File: src/rtl/uart_tx_serializer.sv
// uart_tx_serializer
// Transmit end of the tty byte stream. Bytes from the flow port are queued in a
// small circular FIFO and shifted out as 8N1 asynchronous frames on `tx`.
// Each serial bit lasts CLK_DIV clock cycles.
// `state_dbg` exposes the frame FSM state for observation; its encoding is the
// state_t enum below.
//
// Handshake (in_valid/in_ready): a byte moves into the FIFO on a rising edge
// where in_valid and in_ready are both high. While in_ready is low, in_data and
// in_valid are ignored, and the source keeps presenting its pending byte.
// in_ready is low while the FIFO is full or while rst is asserted. A full FIFO
// refuses a byte even if the FSM pops in the same cycle, so there is no bypass
// path.

module uart_tx_serializer #(
    parameter int CLK_DIV = 417,  // clock cycles per serial bit, >= 2
    parameter int FIFO_AW = 4     // FIFO address width, depth = 2**FIFO_AW
) (
    input  logic               clk,
    input  logic               rst,
    input  logic [7:0]         in_data,
    input  logic               in_valid,
    output logic               in_ready,
    output logic               tx,
    output logic               busy,
    output logic [FIFO_AW:0]   level,
    output logic [1:0]         state_dbg
);

    localparam int DEPTH  = 1 << FIFO_AW;
    localparam int BAUD_W = (CLK_DIV > 1) ? $clog2(CLK_DIV) : 1;

    localparam logic [BAUD_W-1:0]  BAUD_LOAD = BAUD_W'(CLK_DIV - 1);
    localparam logic [BAUD_W-1:0]  BAUD_ONE  = BAUD_W'(1);
    localparam logic [FIFO_AW:0]   PTR_ONE   = (FIFO_AW + 1)'(1);

    typedef enum logic [1:0] {
        ST_IDLE  = 2'd0,
        ST_START = 2'd1,
        ST_DATA  = 2'd2,
        ST_STOP  = 2'd3
    } state_t;

    // ------------------------------------------------------------------
    // FIFO storage and pointers
    // ------------------------------------------------------------------
    // The pointers carry one extra wrap bit, so full and empty can be
    // told apart when the address bits are equal.
    logic [7:0]         mem [DEPTH];
    logic [FIFO_AW:0]   wptr;
    logic [FIFO_AW:0]   rptr;
    logic               full;
    logic               empty;
    logic               push;
    logic               pop;
    logic [7:0]         head;

    assign full  = (wptr[FIFO_AW] != rptr[FIFO_AW]) &&
                   (wptr[FIFO_AW-1:0] == rptr[FIFO_AW-1:0]);
    assign empty = (wptr == rptr);
    assign head  = mem[rptr[FIFO_AW-1:0]];

    assign in_ready = ~full & ~rst;
    assign push     = in_valid & in_ready;
    assign level    = wptr - rptr;

    // Write the incoming byte into the slot addressed by the write pointer.
    // The storage is not reset; the pointers alone define which slots are valid.
    always_ff @(posedge clk) begin
        if (push) begin
            mem[wptr[FIFO_AW-1:0]] <= in_data;
        end
    end

    // Advance the pointers on push/pop. Reset flushes the FIFO by equalising them.
    always_ff @(posedge clk) begin
        if (rst) begin
            wptr <= '0;
            rptr <= '0;
        end else begin
            if (push) begin
                wptr <= wptr + PTR_ONE;
            end
            if (pop) begin
                rptr <= rptr + PTR_ONE;
            end
        end
    end

    // ------------------------------------------------------------------
    // Frame FSM: shifter, bit counter, baud counter, line register
    // ------------------------------------------------------------------
    state_t              state_q;
    state_t              state_d;
    logic [BAUD_W-1:0]   baud_q;
    logic [BAUD_W-1:0]   baud_d;
    logic [2:0]          bit_q;
    logic [2:0]          bit_d;
    logic [7:0]          shift_q;
    logic [7:0]          shift_d;
    logic                tx_q;
    logic                tx_d;
    logic                baud_zero;

    assign baud_zero = (baud_q == '0);

    // Register the FSM state, the counters, the shifter and the serial line.
    always_ff @(posedge clk) begin
        if (rst) begin
            state_q <= ST_IDLE;
            baud_q  <= '0;
            bit_q   <= 3'd0;
            shift_q <= 8'd0;
            tx_q    <= 1'b1;
        end else begin
            state_q <= state_d;
            baud_q  <= baud_d;
            bit_q   <= bit_d;
            shift_q <= shift_d;
            tx_q    <= tx_d;
        end
    end

    // Next-state logic. The baud counter runs CLK_DIV-1 down to 0, and each
    // bit period ends on the zero cycle. The line value is derived from the
    // state being entered, so `tx` changes on the same edge as the state and
    // needs no extra cycle of delay.
    always_comb begin
        state_d = state_q;
        baud_d  = baud_q;
        bit_d   = bit_q;
        shift_d = shift_q;
        pop     = 1'b0;
        tx_d    = 1'b1;

        case (state_q)
            ST_IDLE: begin
                if (!empty) begin
                    pop     = 1'b1;
                    shift_d = head;
                    bit_d   = 3'd0;
                    baud_d  = BAUD_LOAD;
                    state_d = ST_START;
                end
            end

            ST_START: begin
                if (baud_zero) begin
                    baud_d  = BAUD_LOAD;
                    state_d = ST_DATA;
                end else begin
                    baud_d = baud_q - BAUD_ONE;
                end
            end

            ST_DATA: begin
                if (baud_zero) begin
                    baud_d = BAUD_LOAD;
                    if (bit_q == 3'd7) begin
                        state_d = ST_STOP;
                    end else begin
                        shift_d = {1'b0, shift_q[7:1]};
                        bit_d   = bit_q + 3'd1;
                    end
                end else begin
                    baud_d = baud_q - BAUD_ONE;
                end
            end

            ST_STOP: begin
                if (baud_zero) begin
                    if (!empty) begin
                        // Chain straight into the next start bit, with no idle gap.
                        pop     = 1'b1;
                        shift_d = head;
                        bit_d   = 3'd0;
                        baud_d  = BAUD_LOAD;
                        state_d = ST_START;
                    end else begin
                        state_d = ST_IDLE;
                    end
                end else begin
                    baud_d = baud_q - BAUD_ONE;
                end
            end

            default: begin
                state_d = ST_IDLE;
            end
        endcase

        case (state_d)
            ST_START: tx_d = 1'b0;
            ST_DATA:  tx_d = shift_d[0];
            default:  tx_d = 1'b1;
        endcase
    end

    assign tx        = tx_q;
    assign busy      = (state_q != ST_IDLE) | ~empty;
    assign state_dbg = state_q;

endmodule

File: config.mk
export PLATFORM = sky130hd
export DESIGN_NAME = uart_tx_serializer
export DESIGN_NICKNAME = d
export VERILOG_FILES = /design/src/rtl/uart_tx_serializer.sv
export SDC_FILE = /design/constraint.sdc
export NUM_CORES = 1
export LEC_CHECK = 0
export ABC_CLOCK_PERIOD_IN_PS = 3130
export CAP_MARGIN = 20
export CORE_ASPECT_RATIO = 1.25
export CORE_MARGIN = 2
export CORE_UTILIZATION = 61
export CTS_CLUSTER_DIAMETER = 200
export DETAILED_ROUTE_END_ITERATION = 10
export PLACE_DENSITY = 0.79
export SLEW_MARGIN = 20
export SYNTH_ARGS = -nofsm -noshare
export SYNTH_HDL_FRONTEND = slang
export SYNTH_SLANG_ARGS = --single-unit
File: constraint.sdc
create_clock -name clk -period 3.13 [get_ports clk]
set_input_delay 0.626 -clock clk [delete_from_list [all_inputs] [get_ports clk]]
set_output_delay 0.626 -clock clk [all_outputs]
set_load 0.05 [all_outputs]
==> metrics.md, run 1 <==
| Metric | Value |
|---|---|
| Vias in the first global route | `4,394` |
| CP required | `2500 ps` |
| Fraction of layout instances using a drive strength above 1 | `0.169` |
| Final setup vio count | `0` |
| Setup_tns | `0 ps` |
| Wire per inst | `21.4 microns` |
| Critical Path Start | `wptr[0]$_SDFFE_PP0P_` |
| Core Area | `0.0116 sq mm` |
| EDFF count, synth | `128` |
| Tightest Pin Transition | `890 ps` |
| Crit path kind | `reg2out` |
| Post-Syn Nets | `519` |
| FMAX | `0.345 GHz` |
| Clock Pin Slew Worst Setup and Hold Paths | `60 ps` |
| Area grow syn2layout | `14.1%` |
| Worst skew pair latency | `420 ps` |
| Overflow after GRT | `0` |
| Max clock buf depth | `2` |
| Hold Crit Class | `reg2reg` |
| Crit Path Max Fanout | `5` |
| Number of hold violations in the final report | `0` |
| Nets | `556` |
| Num Clock Sinks | `165` |
| RSZ-0062 raised after global routing | `false` |
| Detailed placement HPWL | `10.2 mm` |
| CTS Buf Count | `17` |
| Initial antenna violation count | `0` |
| Startpoint types | `flip-flop` |
| Synth Instances | `490` |
| Worst rel slew slack | `0.406` |
| Synth warn | `0` |
| I/O Buffers | `20` |
| First-pass GRT wire length | `23.9 mm` |
| IO Pins | `21` |
| Hold WS | `473 ps` |
| Gr usage total | `0.255` |
| Pwr Density | `777 mW/mm^2` |
| Critical Path End Type | `primary output` |
| Final GP Congestion | `0.896` |
| Vias/cell | `6.21` |
| CTS tree | `yes` |
| # H-tree levels | `4` |
| Worst R2R Start | `wptr[2]$_SDFFE_PP0P_` |
| Cell leakage power | `2.78 nW` |
| Clock Skew | `5.81 ps` |
| Max Slew Vio Count | `0` |
| Pre-Repair DR Iteration Count | `5` |
| Seq/Total Area, Yosys | `0.630` |
| Top FF cell, synth | `edfxtp_1` |
| Residual DRC count | `0` |
| Root Driver | `clkbuf_16` |
| Distinct cell type count after synthesis | `65` |
| Mean Syn Cell Area | `14.8 sq um` |
| Max cap viols | `0` |
| R2R Setup Slk | `580 ps` |
| Min Tclk post-route | `2900 ps` |
| Die area | `0.0128 sq mm` |
| Starting DRT DRC Count | `303` |
| Standard-cell rows | `44` |
| Hold_sp | `shift_q[7]$_SDFFE_PP0P_` |
| Fraction of registers with async set/reset | `0` |
| Synth Register Bits | `165` |
| Outcome | `completed` |
| Setup Fix Bufs, Post-CTS | `0` |
| Die height | `126 microns` |
| Worst VDD drop | `0.486 mV` |
| Largest net degree at the start of global routing | `31` |
| Starting density of the core | `0.626` |
| Die X | `102 microns` |
| Final wirelength | `15.0 mm` |
| Fin crit share | `0.925` |
| Post-route antenna net violation count | `0` |
| Via count | `4,354` |
| Worst Path Arrival | `2270 ps` |
| Cell area after synthesis | `0.00727 sq mm` |
| Ant. Diodes | `0` |
==> per-stage QoR <==
| step | cells | utilization | power [mW] | setup WS, ps | cell area [sq um] |
|---|---|---|---|---|---|
| after global routing | 701 | 0.714 | 6.72 | 138 | 8300 |
| after detailed placement | 669 | 0.664 | 4.46 | 384 | 7720 |
| after floorplan | 490 | - | 4.00 | 372 | 7270 |
| final | 701 | 0.714 | 6.45 | 234 | 8300 |
| after CTS | 701 | 0.714 | 6.45 | 17.9 | 8290 |
| after global placement | 669 | 0.664 | 4.41 | 438 | 7720 |
==> placed cells by master, fill, tap and decap left out, types with 17 or more instances in the layout <==
cell type / instances
buf_4: 24
inv_1: 21
edfxtp_1: 128
mux4_2: 23
a21oi_1: 20
nor2_1: 41
nand2_1: 26
dfxtp_1: 36
ha_1: 17
clkbuf_16: 17
==> critical path: stages, from the launching register on <==
cell           delay [ps]
dfxtp_1               420
inv_1                 110
ha_1                  250
fa_1                  400
xnor2_1               130
dlygate4sd2_1         540
==> final timing paths <==
kind | cells after the start | to
hold / removal | 2 | shift_q[7]$_SDFFE_PP0P_
setup / recovery | 5 | level[2]
hold reg to reg | 2 | shift_q[7]$_SDFFE_PP0P_
setup reg to reg | 6 | shift_q[2]$_SDFFE_PP0P_
==> final cells by class <==
type                            count  area, sq um
Inverter                           21         78.8
Clock buffer                       17          425
Timing Repair Buffer               42          370
Sequential cell                   165         4590
Tap cell                          161          201
Fill cell                         737         3320
Clock inverter                     15          155
Multi-Input combinational cell    280         2480
==> power by group <==
part           switching (mW)  leakage [nW]  internal, mW
clock network           0.837         0.275          1.18
registers               0.135          1.45          2.47
logic                    1.11          1.05         0.717
total                    2.08          2.78          4.36
==> cells in the mapped netlist (all sizes together), types with 4 or more instances <==
| cell | instances | area share |
|---|---|---|
| o2111ai | 5 | 0.0060 |
| ha | 17 | 0.029 |
| a21oi | 20 | 0.014 |
| o211ai | 8 | 0.0083 |
| inv | 21 | 0.011 |
| o311ai | 4 | 0.0048 |
| buf | 12 | 0.012 |
| o31ai | 4 | 0.0041 |
| a31oi | 4 | 0.0034 |
| mux2i | 14 | 0.019 |
| clkbuf | 12 | 0.0062 |
| nand2 | 26 | 0.013 |
| xor2 | 4 | 0.0048 |
| dfxtp | 37 | 0.10 |
| nor3 | 10 | 0.0076 |
| nand3 | 5 | 0.0034 |
| o21ai | 10 | 0.0069 |
| nor2 | 41 | 0.021 |
| nand2b | 6 | 0.0052 |
| edfxtp | 128 | 0.53 |
| xnor2 | 10 | 0.012 |
| nand4 | 7 | 0.0060 |
| mux4 | 33 | 0.11 |
==> cells by family (layout without fill, tap and decap cells) <==
family,after synthesis,after routing,share of synthesized area
DFF,165,165,0.630
and+or+nand+nor,120,120,0.0850
AOI/OAI and AO/OA,78,78,0.0759
muxes,50,50,0.131
buffers and inverters,45,95,0.0289
adders and majority gates,18,18,0.0320
xor gates and xnor gates,14,14,0.0169
==> state kept, by name (all words and copies together), names as in the netlist, named ones only <==
register / count
bit_q: 3
wptr: 5
state_dbg: 2
baud_q: 9
mem: 128
rptr: 5
tx: 1
shift_q: 8
==> metal layers <==
layer  routed length [microns]  global-route usage  vias up
met4                       330              0.0986        0
met2                      8170               0.440      137
met1                      5880               0.322     2192
li1                          -                   -     1996
met3                       631              0.0411       29
met5                         0                   0        -
==> repair_timing <==
item / CTS / global route
setup endpoints to repair: 2 / 1
gates resized for setup: 2 / 1
hold buffers: 0 / 0
pin swaps: 0 / 0
No activity file was read; power rests on OpenSTA's default activity.
==> inputs of run 2 (changes only) <==
CORE_UTILIZATION = 31   (was 61)
GPL_TIMING_DRIVEN = 0   (was default)
PLACE_DENSITY = default   (was 0.79)
==> metrics.md, run 2 (synthesis results as in run 1) <==
| Metric | Value |
|---|---|
| Detailed placement HPWL | `10.8 mm` |
| Vias/cell | `5.25` |
| Die area | `0.0247 sq mm` |
| Fin crit share | `0.928` |
| Worst VDD drop | `0.388 mV` |
| Max Slew Vio Count | `0` |
| Fraction of layout instances using a drive strength above 1 | `0.159` |
| FMAX | `0.344 GHz` |
| Most frequent cells in the layout | `128 x edfxtp_1, 40 x nor2_1, 37 x dfxtp_1` |
| Initial antenna violation count | `0` |
| Post-Place Worst Slack | `-564 ps` |
| Worst reg2reg path endpoint | `mem[8][2]$_DFFE_PP_` |
| Hold_sp | `shift_q[7]$_SDFFE_PP0P_` |
| Critical Path End Type | `primary output` |
| WHS Endpoint | `shift_q[7]$_SDFFE_PP0P_` |
| Outcome | `completed` |
| Final wirelength | `15.2 mm` |
| Min Tclk post-route | `2900 ps` |
| Nets | `558` |
| Final Power | `6.56 mW` |
| Vias in the first global route | `4,410` |
| Overflow after GRT | `0` |
| First-pass GRT wire length | `24.3 mm` |
| Tightest Pin Transition | `989 ps` |
| Residual DRC count | `0` |
| Clock Pin Slew Worst Setup and Hold Paths | `70 ps` |
| FF+latch area | `0.00458 sq mm` |
| Largest net degree at the start of global routing | `20` |
| Gr busiest metal | `met2` |
| Max cap viols | `0` |
| Startpoint types | `flip-flop` |
| IO Pins | `21` |
| Wire per inst | `18.3 microns` |
| Most common cell after layout, fill and taps aside | `edfxtp_1` |
| Die height | `175 microns` |
| Pre-Repair DR Iteration Count | `6` |
| Crit path kind | `reg2out` |
| Die X | `141 microns` |
| Starting DRT DRC Count | `335` |
| Root Driver | `clkbuf_16` |
| Met3 GRT Util | `0.0311` |
| Multi-input logic area | `0.00250 sq mm` |
| Standard-cell rows | `62` |
| Delay-heaviest family, CP | `buffers and inverters` |
| Hold Crit Class | `reg2reg` |
| Worst R2R Start | `rptr[4]$_SDFFE_PP0P_` |
| Crit Path Max Fanout | `5` |
| CP Cell Sequence | `inv_1 -> ha_1 -> fa_1 -> xnor2_1 -> dlygate4sd2_1` |
| Filler cells | `2,111` |
| Worst skew pair latency | `440 ps` |
| Gr usage total | `0.130` |
| RSZ-0062 raised after global routing | `false` |
| Post-route antenna net violation count | `0` |
| # hold bufs at CTS | `0` |
| Area grow syn2layout | `16.1%` |
| Via count | `4,359` |
| Grt met1 use | `0.149` |
| I/O Buffers | `20` |
| Worst rel slew slack | `0.338` |
| Hold path cells | `2` |
| CP required | `2500 ps` |
| Max FFs per register | `128` |
| Final setup margin | `227 ps` |
| Cell leakage power | `2.77 nW` |
| Clock Skew | `15.7 ps` |
| Max clock buf depth | `2` |
| Final GP Congestion | `0.845` |
| Slowest cell on crit path | `dlygate4sd2_1` |
| CTS tree | `yes` |
| Final setup vio count | `0` |
| R2R Setup Slk | `500 ps` |
| CP peak stage delay | `540 ps` |
| Ant. Diodes | `0` |
| CTS Buf Count | `17` |
| Core Area | `0.0230 sq mm` |
| Num Clock Sinks | `165` |
| Worst Path Arrival | `2280 ps` |
| R2R depth | `4` |
| Pwr Density | `777 mW/mm^2` |
| # H-tree levels | `4` |
| Starting density of the core | `0.316` |
| Met2 Use GR | `0.231` |
| Worst Path Buf+Inv | `2` |
| Number of hold violations in the final report | `0` |
-- run 2: cell types whose count changed in the layout (fill, tap and decap cells not counted), moves of 4 or more --
cell / before / now
buf_2: 0 / 4
buf_4: 24 / 5
clkbuf_1: 0 / 10
nor3_1: 9 / 5
nor3_2: 1 / 5
-- run 2: area by class of cell --
cell class,count,share of cell area
sequential,165,0.543
multi-input combinational,280,0.296
clock buffer,17,0.0504
tap,288,0.0427
timing repair buffer,21,0.0228
clock inverter,15,0.0201
buffer,23,0.0157
inverter,21,0.00933
-- run 2: worst min-delay path: cells and delay by family (launching register included) --
family | cells | cell delay (ps)
flip-flops | 1 | 310
AO/OA/AOI/OAI | 2 | 130
-- run 2: report_power, final --
group,switching (mW),internal (mW),total [mW]
combinational,1.18,0.725,1.90
clock,0.893,1.20,2.09
sequential,0.105,2.47,2.57
-- run 2: metrics by stage --
step           instance area (sq um)  TNS [ps]  instances  utilization  hold WS [ps]
6_report                        8450         0        830        0.367           487
5_1_grt                         8450         0        830        0.367           526
4_1_cts                         8450         0        830        0.367           483
3_5_place_dp                    7870     -7090        799        0.341           472
3_3_place_gp                    7840    -14420        798        0.340           465
2_1_floorplan                   7270         0        490            -           443
-- run 2: worst max-delay path by stage --
| stage | from | end | slack, ps | cells after the start |
|---|---|---|---|---|
| global placement | rst | in_ready | -540 | 5 |
| detailed placement | rst | in_ready | -560 | 5 |
| finish | wptr[0]$_SDFFE_PP0P_ | level[2] | 230 | 5 |
| global route | rst | mem[11][3]$_DFFE_PP_ | 30 | 5 |
| CTS | wptr[0]$_SDFFE_PP0P_ | busy | 1 | 7 |
| floorplan | wptr[0]$_SDFFE_PP0P_ | level[4] | 370 | 7 |
-- run 2: what timing repair did --
action	4_1_cts	5_1_grt
setup buffers	0	0
setup endpoints to repair	6	2
resized for setup	10	6
pin swaps	0	0
-- run 2: metal layers --
metal | vias up | wire, microns
li1 | 2006 | -
met1 | 2214 | 6220
met2 | 106 | 8040
met3 | 33 | 545
met4 | 0 | 388
met5 | - | 0
==> inputs of run 3 (changes only) <==
CTS_CLUSTER_SIZE = 30   (was default)
SKIP_CTS_REPAIR_TIMING = 1   (was default)
==> metrics.md, run 3 (synthesis results as in run 1) <==
| Metric | Value |
|---|---|
| Outcome | `completed` |
| Worst reg2reg path endpoint | `mem[8][2]$_DFFE_PP_` |
| I/O Buffers | `20` |
| CP Cell Sequence | `inv_1 -> ha_1 -> nand4_1 -> nor2_1 -> buf_2 -> nand2_1 -> dlymetal6s2s_1` |
| Largest net degree at the start of global routing | `17` |
| Post-route antenna net violation count | `0` |
| Number of hold violations in the final report | `0` |
| Max Slew Vio Count | `0` |
| Critical Path Stages | `7` |
| Final setup vio count | `0` |
| Residual DRC count | `0` |
| Crit path kind | `reg2out` |
| Clock Pin Slew Worst Setup and Hold Paths | `70 ps` |
| Starting DRT DRC Count | `312` |
| Detailed placement HPWL | `10.8 mm` |
| Pwr Density | `777 mW/mm^2` |
| Slowest cell on crit path | `dfxtp_1` |
| Most common cell after layout, fill and taps aside | `edfxtp_1` |
| CTS tree | `yes` |
| Final GP Congestion | `0.845` |
| Most frequent cells in the layout | `128 x edfxtp_1, 40 x nor2_1, 37 x dfxtp_1` |
| Critical Path End Type | `primary output` |
| Wire per inst | `18.4 microns` |
| Crit Path Max Fanout | `10` |
| Placed Cells | `799` |
| Overflow after GRT | `0` |
| Worst VDD drop | `0.388 mV` |
| CTS Buf Count | `17` |
| Fin crit share | `0.947` |
| Max clock buf depth | `2` |
| Nets | `559` |
| Critical Path Start | `wptr[0]$_SDFFE_PP0P_` |
| Tightest Pin Transition | `962 ps` |
| CP required | `2500 ps` |
| Setup_tns | `0 ps` |
| Via count | `4,358` |
| R2R depth | `4` |
| Worst R2R Start | `rptr[4]$_SDFFE_PP0P_` |
| Setup crit end | `busy` |
| Num Clock Sinks | `165` |
| Startpoint types | `flip-flop` |
| Initial antenna violation count | `0` |
| Gr usage total | `0.130` |
| Max FFs per register | `128` |
| R2R Setup Slk | `520 ps` |
| Cell leakage power | `2.82 nW` |
| Vias in the first global route | `4,414` |
| Final Power | `6.58 mW` |
| Worst Path Arrival | `2340 ps` |
| IO Pins | `21` |
| Die area | `0.0247 sq mm` |
| Fin cells | `831` |
| Hold Crit Class | `reg2reg` |
| Root Driver | `clkbuf_16` |
| Standard-cell rows | `62` |
| Delay-heaviest family, CP | `buffers and inverters` |
| Core Area | `0.0230 sq mm` |
| Final wirelength | `15.3 mm` |
| Vias/cell | `5.24` |
| Area grow syn2layout | `16.5%` |
| Starting density of the core | `0.316` |
| Worst skew pair latency | `430 ps` |
| Die X | `141 microns` |
| Ant. Diodes | `0` |
| Worst rel slew slack | `0.356` |
| RSZ-0062 raised after global routing | `false` |
| CP peak stage delay | `410 ps` |
| Max cap viols | `0` |
| # H-tree levels | `4` |
| Pre-Repair DR Iteration Count | `5` |
| Die height | `175 microns` |
| Fraction of layout instances using a drive strength above 1 | `0.158` |
| Clock Skew | `13.8 ps` |
| Worst Path Buf+Inv | `3` |
| Hold WS | `489 ps` |
| First-pass GRT wire length | `24.5 mm` |
| FMAX | `0.337 GHz` |
| Min Tclk post-route | `2970 ps` |
run 3: final cells by class:
| type | instances | area, sq um |
|---|---|---|
| inverters | 21 | 78.8 |
| fillers | 2113 | 14600 |
| repair buffers | 21 | 215 |
| clock buffers | 17 | 425 |
| flip-flops and latches | 165 | 4580 |
| plain buffers | 24 | 135 |
| well taps | 288 | 360 |
| clock inverters | 15 | 170 |
| multi-input cells | 280 | 2500 |
run 3: worst min path at each step:
stage	depth (start not counted)	endpoint	start
finish	2	shift_q[7]$_SDFFE_PP0P_	shift_q[7]$_SDFFE_PP0P_
global route	2	shift_q[5]$_SDFFE_PP0P_	shift_q[6]$_SDFFE_PP0P_
CTS	2	shift_q[7]$_SDFFE_PP0P_	shift_q[7]$_SDFFE_PP0P_
detailed placement	2	shift_q[7]$_SDFFE_PP0P_	shift_q[7]$_SDFFE_PP0P_
global placement	2	shift_q[7]$_SDFFE_PP0P_	shift_q[7]$_SDFFE_PP0P_
floorplan	2	shift_q[6]$_SDFFE_PP0P_	shift_q[7]$_SDFFE_PP0P_
run 3: metrics by stage:
stage,instance area [sq um],setup slack (ps),util
floorplan,7270,372,-
global placement,7840,-542,0.340
detailed placement,7870,-564,0.341
CTS,8460,-559,0.367
global route,8470,18.0,0.368
finish,8470,165,0.368
run 3: per-layer routing:
metal  vias up  track usage  routed length [microns]
met5         -            0                        0
met3        28       0.0314                      495
met1      2226        0.150                     6310
met4         0       0.0525                      333
met2        93        0.233                     8140
li1       2011            -                        -
run 3: power breakdown:
| group | internal [mW] | total, mW | leakage, nW | switching (mW) |
|---|---|---|---|---|
| Combinational | 0.743 | 1.92 | 1.07 | 1.17 |
| Clock | 1.20 | 2.10 | 0.293 | 0.899 |
| Sequential | 2.47 | 2.57 | 1.45 | 0.105 |
run 3: tightest hold or removal path, delay by kind of cell, from the launching register on:
| family | cells | cell delay (ps) |
|---|---|---|
| AOI/OAI and AO/OA | 2 | 130 |
| DFF | 1 | 310 |
